$ cat src/rtl/mlp2_dot_engine.sv
// Two-layer fully-connected signed inference engine (no bias), one neuron per cycle.
// Layer 1 fills the hidden registers (optional ReLU); layer 2 produces saturated or wrapped outputs.
module mlp2_dot_engine #(
  parameter int N_IN  = 4,
  parameter int N_HID = 4,
  parameter int N_OUT = 2,
  parameter int DW    = 5,
  parameter int OW    = 17,
  parameter int SAT   = 1
) (
  input  logic                      clk,
  input  logic                      rst,
  input  logic                      in_ready,
  input  logic                      relu_en,
  input  logic [N_IN*DW-1:0]        x_flat,
  input  logic [N_HID*N_IN*DW-1:0]  w1_flat,
  input  logic [N_OUT*N_HID*DW-1:0] w2_flat,
  output logic                      busy,
  output logic [N_OUT*OW-1:0]       out_flat,
  output logic [N_OUT-1:0]          out_ready
);

  localparam int HW   = 2*DW + $clog2(N_IN);
  localparam int AW   = HW + DW + $clog2(N_HID);
  localparam int EW   = (AW > OW) ? AW : OW;
  localparam int NMAX = (N_HID > N_OUT) ? N_HID : N_OUT;
  localparam int IW   = (NMAX > 1) ? $clog2(NMAX) : 1;

  localparam logic signed [EW-1:0] OMAX = {{(EW-OW+1){1'b0}}, {(OW-1){1'b1}}};
  localparam logic signed [EW-1:0] OMIN = {{(EW-OW+1){1'b1}}, {(OW-1){1'b0}}};

  typedef enum logic [1:0] {S_IDLE, S_L1, S_L2} state_t;

  state_t                      state_q, state_d;
  logic                        busy_q, busy_d;
  logic [IW-1:0]               idx_q, idx_d;
  logic                        relu_q, relu_d;
  logic [N_IN*DW-1:0]          x_q, x_d;
  logic [N_HID*N_IN*DW-1:0]    w1_q, w1_d;
  logic [N_OUT*N_HID*DW-1:0]   w2_q, w2_d;
  logic signed [HW-1:0]        hid_q [N_HID];
  logic signed [HW-1:0]        hid_d [N_HID];
  logic [N_OUT*OW-1:0]         out_q, out_d;
  logic [N_OUT-1:0]            out_ready_q, out_ready_d;

  logic signed [HW-1:0]        l1_sum;
  logic signed [HW-1:0]        hid_new;
  logic signed [AW-1:0]        l2_sum;
  logic signed [EW-1:0]        l2_ext;
  logic [OW-1:0]               out_new;

  // Layer-1 dot product for hidden neuron idx_q, full precision.
  always_comb begin
    l1_sum = '0;
    for (int unsigned i = 0; i < N_IN; i++) begin
      l1_sum = l1_sum + HW'($signed(x_q[i*DW +: DW])) *
                        HW'($signed(w1_q[(int'(idx_q)*N_IN + i)*DW +: DW]));
    end
    hid_new = (relu_q && l1_sum[HW-1]) ? '0 : l1_sum;
  end

  // Layer-2 dot product for output neuron idx_q, then clamp or wrap to OW bits.
  always_comb begin
    l2_sum = '0;
    for (int unsigned j = 0; j < N_HID; j++) begin
      l2_sum = l2_sum + AW'(hid_q[j]) *
                        AW'($signed(w2_q[(int'(idx_q)*N_HID + j)*DW +: DW]));
    end
    l2_ext = EW'(l2_sum);
    if (SAT != 0 && l2_ext > OMAX) begin
      out_new = OMAX[OW-1:0];
    end else if (SAT != 0 && l2_ext < OMIN) begin
      out_new = OMIN[OW-1:0];
    end else begin
      out_new = l2_ext[OW-1:0];
    end
  end

  always_comb begin
    state_d     = state_q;
    busy_d      = busy_q;
    idx_d       = idx_q;
    relu_d      = relu_q;
    x_d         = x_q;
    w1_d        = w1_q;
    w2_d        = w2_q;
    hid_d       = hid_q;
    out_d       = out_q;
    out_ready_d = out_ready_q;
    unique case (state_q)
      S_IDLE: begin
        if (in_ready) begin
          x_d         = x_flat;
          w1_d        = w1_flat;
          w2_d        = w2_flat;
          relu_d      = relu_en;
          out_ready_d = '0;
          busy_d      = 1'b1;
          idx_d       = '0;
          state_d     = S_L1;
        end
      end
      S_L1: begin
        hid_d[idx_q] = hid_new;
        if (idx_q == IW'(N_HID-1)) begin
          idx_d   = '0;
          state_d = S_L2;
        end else begin
          idx_d = idx_q + 1'b1;
        end
      end
      S_L2: begin
        out_d[int'(idx_q)*OW +: OW] = out_new;
        out_ready_d[idx_q]          = 1'b1;
        if (idx_q == IW'(N_OUT-1)) begin
          idx_d   = '0;
          busy_d  = 1'b0;
          state_d = S_IDLE;
        end else begin
          idx_d = idx_q + 1'b1;
        end
      end
      default: state_d = S_IDLE;
    endcase
  end

  always_ff @(posedge clk) begin
    if (rst) begin
      state_q     <= S_IDLE;
      busy_q      <= 1'b0;
      idx_q       <= '0;
      relu_q      <= 1'b0;
      x_q         <= '0;
      w1_q        <= '0;
      w2_q        <= '0;
      hid_q       <= '{default: '0};
      out_q       <= '0;
      out_ready_q <= '0;
    end else begin
      state_q     <= state_d;
      busy_q      <= busy_d;
      idx_q       <= idx_d;
      relu_q      <= relu_d;
      x_q         <= x_d;
      w1_q        <= w1_d;
      w2_q        <= w2_d;
      hid_q       <= hid_d;
      out_q       <= out_d;
      out_ready_q <= out_ready_d;
    end
  end

  assign busy      = busy_q;
  assign out_flat  = out_q;
  assign out_ready = out_ready_q;

endmodule

$ cat config.mk
export PLATFORM = sky130hd
export DESIGN_NAME = mlp2_dot_engine
export DESIGN_NICKNAME = d
export VERILOG_FILES = /design/src/rtl/mlp2_dot_engine.sv
export SDC_FILE = /design/constraint.sdc
export NUM_CORES = 2
export LEC_CHECK = 0
export ABC_AREA = 1
export ABC_CLOCK_PERIOD_IN_PS = 16400
export CAP_MARGIN = 40
export CORE_MARGIN = 5
export CORE_UTILIZATION = 40
export CTS_BUF_LIST = sky130_fd_sc_hd__clkbuf_16
export DETAILED_ROUTE_END_ITERATION = 12
export GPL_TIMING_DRIVEN = 1
export PLACE_DENSITY = 0.63
export SLEW_MARGIN = 25
export SYNTH_ARGS = -nofsm -noshare
export SYNTH_HDL_FRONTEND = slang
export SYNTH_SLANG_ARGS = --single-unit
$ cat constraint.sdc
create_clock -name clk -period 16.4 [get_ports clk]
set_input_delay 3.28 -clock clk [delete_from_list [all_inputs] [get_ports clk]]
set_output_delay 3.28 -clock clk [all_outputs]
set_load 0.01 [all_outputs]
==> out/results.txt <==
Worst Hold End - out_flat[28]
Hold Path Depth - 2
HP Class - flop to flop
Hold_sp - out_flat[28]
Synth Area per Inst - 7.971 um^2
DR iter-0 viols - 1074
N_diodes - 0
Post-route ant nets - 0
Skew final - 0.01360 ns
Total global routing overflow - 0
Gpl congestion - 0.9479
Htree depth - 1
DPL Wire Length - 52.96 mm
Synth warnings - 0
Cell taking the most area after synthesis - fa_1
Post-Layout Cell Count - 3858
Worst EP required - 16.82 ns
Post-synthesis adder-cell area fraction - 40.91%
First-pass GRT wire length - 103.2 mm
Max Root-Sink Buffers - 3
I/O Buffers - 180
Overall routing resource usage - 20.31%
CP top delay family - adder cells
Synth Net Count - 3625
Post-route setup TNS - 0 ns
WL/cell - 16.58 um
CTS tree - built
Row count - 88
RSZ-0062 raised after global routing - false
CP arrival - 8.49 ns
Post-synthesis mux area share - 0%
R2R setup slack - 8.33 ns
WP buf/inv - 8
Post-Syn Area - 23480 um^2
Highest clock rate - 124.0 MHz
Clock Sinks - 230
Vias in the first global route - 19388
Cts-stage hold buffer count - 0
Vias per Instance - 4.820
Clock tree root driver cell - clkbuf_16
Cells on worst reg2reg path - 30
Routed wire length - 63.97 mm
Ys async rst share - 0%
I/O pin cnt - 181
Pin count of the biggest net entering global routing - 107
Slowest stage delay, CP - 0.58 ns
Vias post-DR - 18595
Core footprint - 57920 um^2
Main combinational cell family by area after synthesis - adder cells
Critical path type - flop to flop
Die height - 252.3 um
Drt pass-1 iters - 5
Area growth, synth to finish - 14.66%
Status - finished clean
Num CTS Buffers - 26
Cell with the most instances after synthesis - inv_1
DP Cell Count - 3809
Max Cap Viol - 0
Final Hold Vio Count - 0
Number of synthesized register bits - 230
Synth Area in Compound Gates - 7.939%
# nets final - 3755
Post-synthesis simple-gate area fraction - 18.79%
Final Cycle Share - 49.18%
Clk slew on worst S/H paths - 0.06 ns
Slew HR - 44.85%
Slew @ Worst Pin - 0.8272 ns
Critical path fanouts, max - 57
Synth Area in XOR/XNOR - 1.268%
Fin. max-slew vios - 0
Period minus WS final - 8.065 ns
Post-route DRC - 0
FF-to-FF Start - idx_q[0]
Die width - 252.3 um
CP most frequent cell - fa_1
Top post-synthesis cells by area - fa_1 (33%), dfxtp_1 (20%), inv_1 (9.5%), nor2_1 (7.9%), ha_1 (7.8%)
Sequential area share after synthesis - 19.61%
Antenna violations before repair - 1
Yosys cell types - 41
Synth Flop Type - dfxtp_1
Post-CTS setup buffers - 0
Final setup violating endpoints - 0
Post-synth EDFFs - 0
Initial core utilization - 40.55%
Clock latency on the worst-skew pair - 0.57 ns
Yosys top cell area share - 33.08%
Post-Syn Instances - 2946
CTS resizes - 0
Commonest cells post-synth - inv_1 (596), nor2_1 (492), nand2_1 (477)
Reg-to-Reg End - out_flat[24]
Layout cells sized above 1 - 4.268%
Die ar. - 63650 um^2
Slowest-stage cell, CP - buf_4
Startpoint Class - flop
Crit end category - flop
CP Depth - 30
## worst reg2reg max path: cells and delay by family (launching register included)
| kind | cells | cell delay, ns |
|---|---|---|
| adder cells (fa/ha/maj) | 8 | 3.86 |
| AND/OR/NAND/NOR | 11 | 1.98 |
| buffers and inverters | 8 | 1.32 |
| AO/OA/AOI/OAI | 3 | 0.43 |
| flip-flops | 1 | 0.32 |
## cells in the final DEF, fill, tap and decap left out, drive strengths merged, types with 4 or more instances in the layout
master and count:
nor3 23, dfxtp 230, buf 23, nand2 495, a32o 4, clkdlybuf4s50 179, nor2 494, ha 147
clkbuf 27, a21oi 128, o21ai 205, bufinv 4, nand3 71, xor2 21, fa 388, inv 604
xnor2 13, clkinv 15
## cell type report
type / instances / area, um^2
Clock buffer: 26 / 650.6
Tap cell: 765 / 957.2
Clock inverter: 19 / 229.0
Timing Repair Buffer: 203 / 2014
Fill cell: 5805 / 30990
Multi-Input combinational cell: 2010 / 16190
Inverter: 605 / 2275
Sequential cell: 230 / 4607
## per-layer routing
metal / global-route usage [%] / share of wire [%] / up-vias
li1: - / - / 9060
met1: 24.33 / 39 / 8928
met2: 36.80 / 50 / 470
met3: 3.303 / 5.7 / 135
met4: 7.460 / 4.4 / 2
met5: 0 / 0.020 / -
## how the worst max path moves through the flow
stage,slack (ns),startpoint,to
2_1_floorplan,9.44,idx_q[0],out_flat[15]
3_3_place_gp,7.95,idx_q[0],out_flat[8]
3_5_place_dp,8.25,idx_q[0],out_flat[5]
4_1_cts,8.20,idx_q[0],out_flat[6]
5_1_grt,7.76,idx_q[0],out_flat[6]
6_report,8.33,idx_q[0],out_flat[24]
## state kept, by name, summed over array words and instances, names as in the netlist
register,count
x_q,20
busy,1
state_q,2
w2_q,40
hid_q,48
out_flat,34
relu_q,1
out_ready,2
idx_q,2
w1_q,80
## per-stage QoR
stage          hold WS [ns]  util [%]  worst slack [ns]  cell area (um^2)
2_1_floorplan        0.4446         -             9.445             23480
3_3_place_gp         0.4571     44.81             7.951             25950
3_5_place_dp         0.4593     44.87             8.255             25990
4_1_cts              0.4696     46.39             8.202             26870
5_1_grt              0.4875     46.49             7.758             26930
6_report             0.4686     46.49             8.335             26930
## cell families after synthesis
| logic type | Yosys count |
|---|---|
| AOI/OAI and AO/OA | 350 |
| xor gates and xnor gates | 34 |
| adders and majority gates | 535 |
| buffers and inverters | 706 |
| DFF | 230 |
| and+or+nand+nor | 1091 |
Power is not shown: default switching activity piles up to over one toggle a cycle in this logic, so the estimate is an artifact.
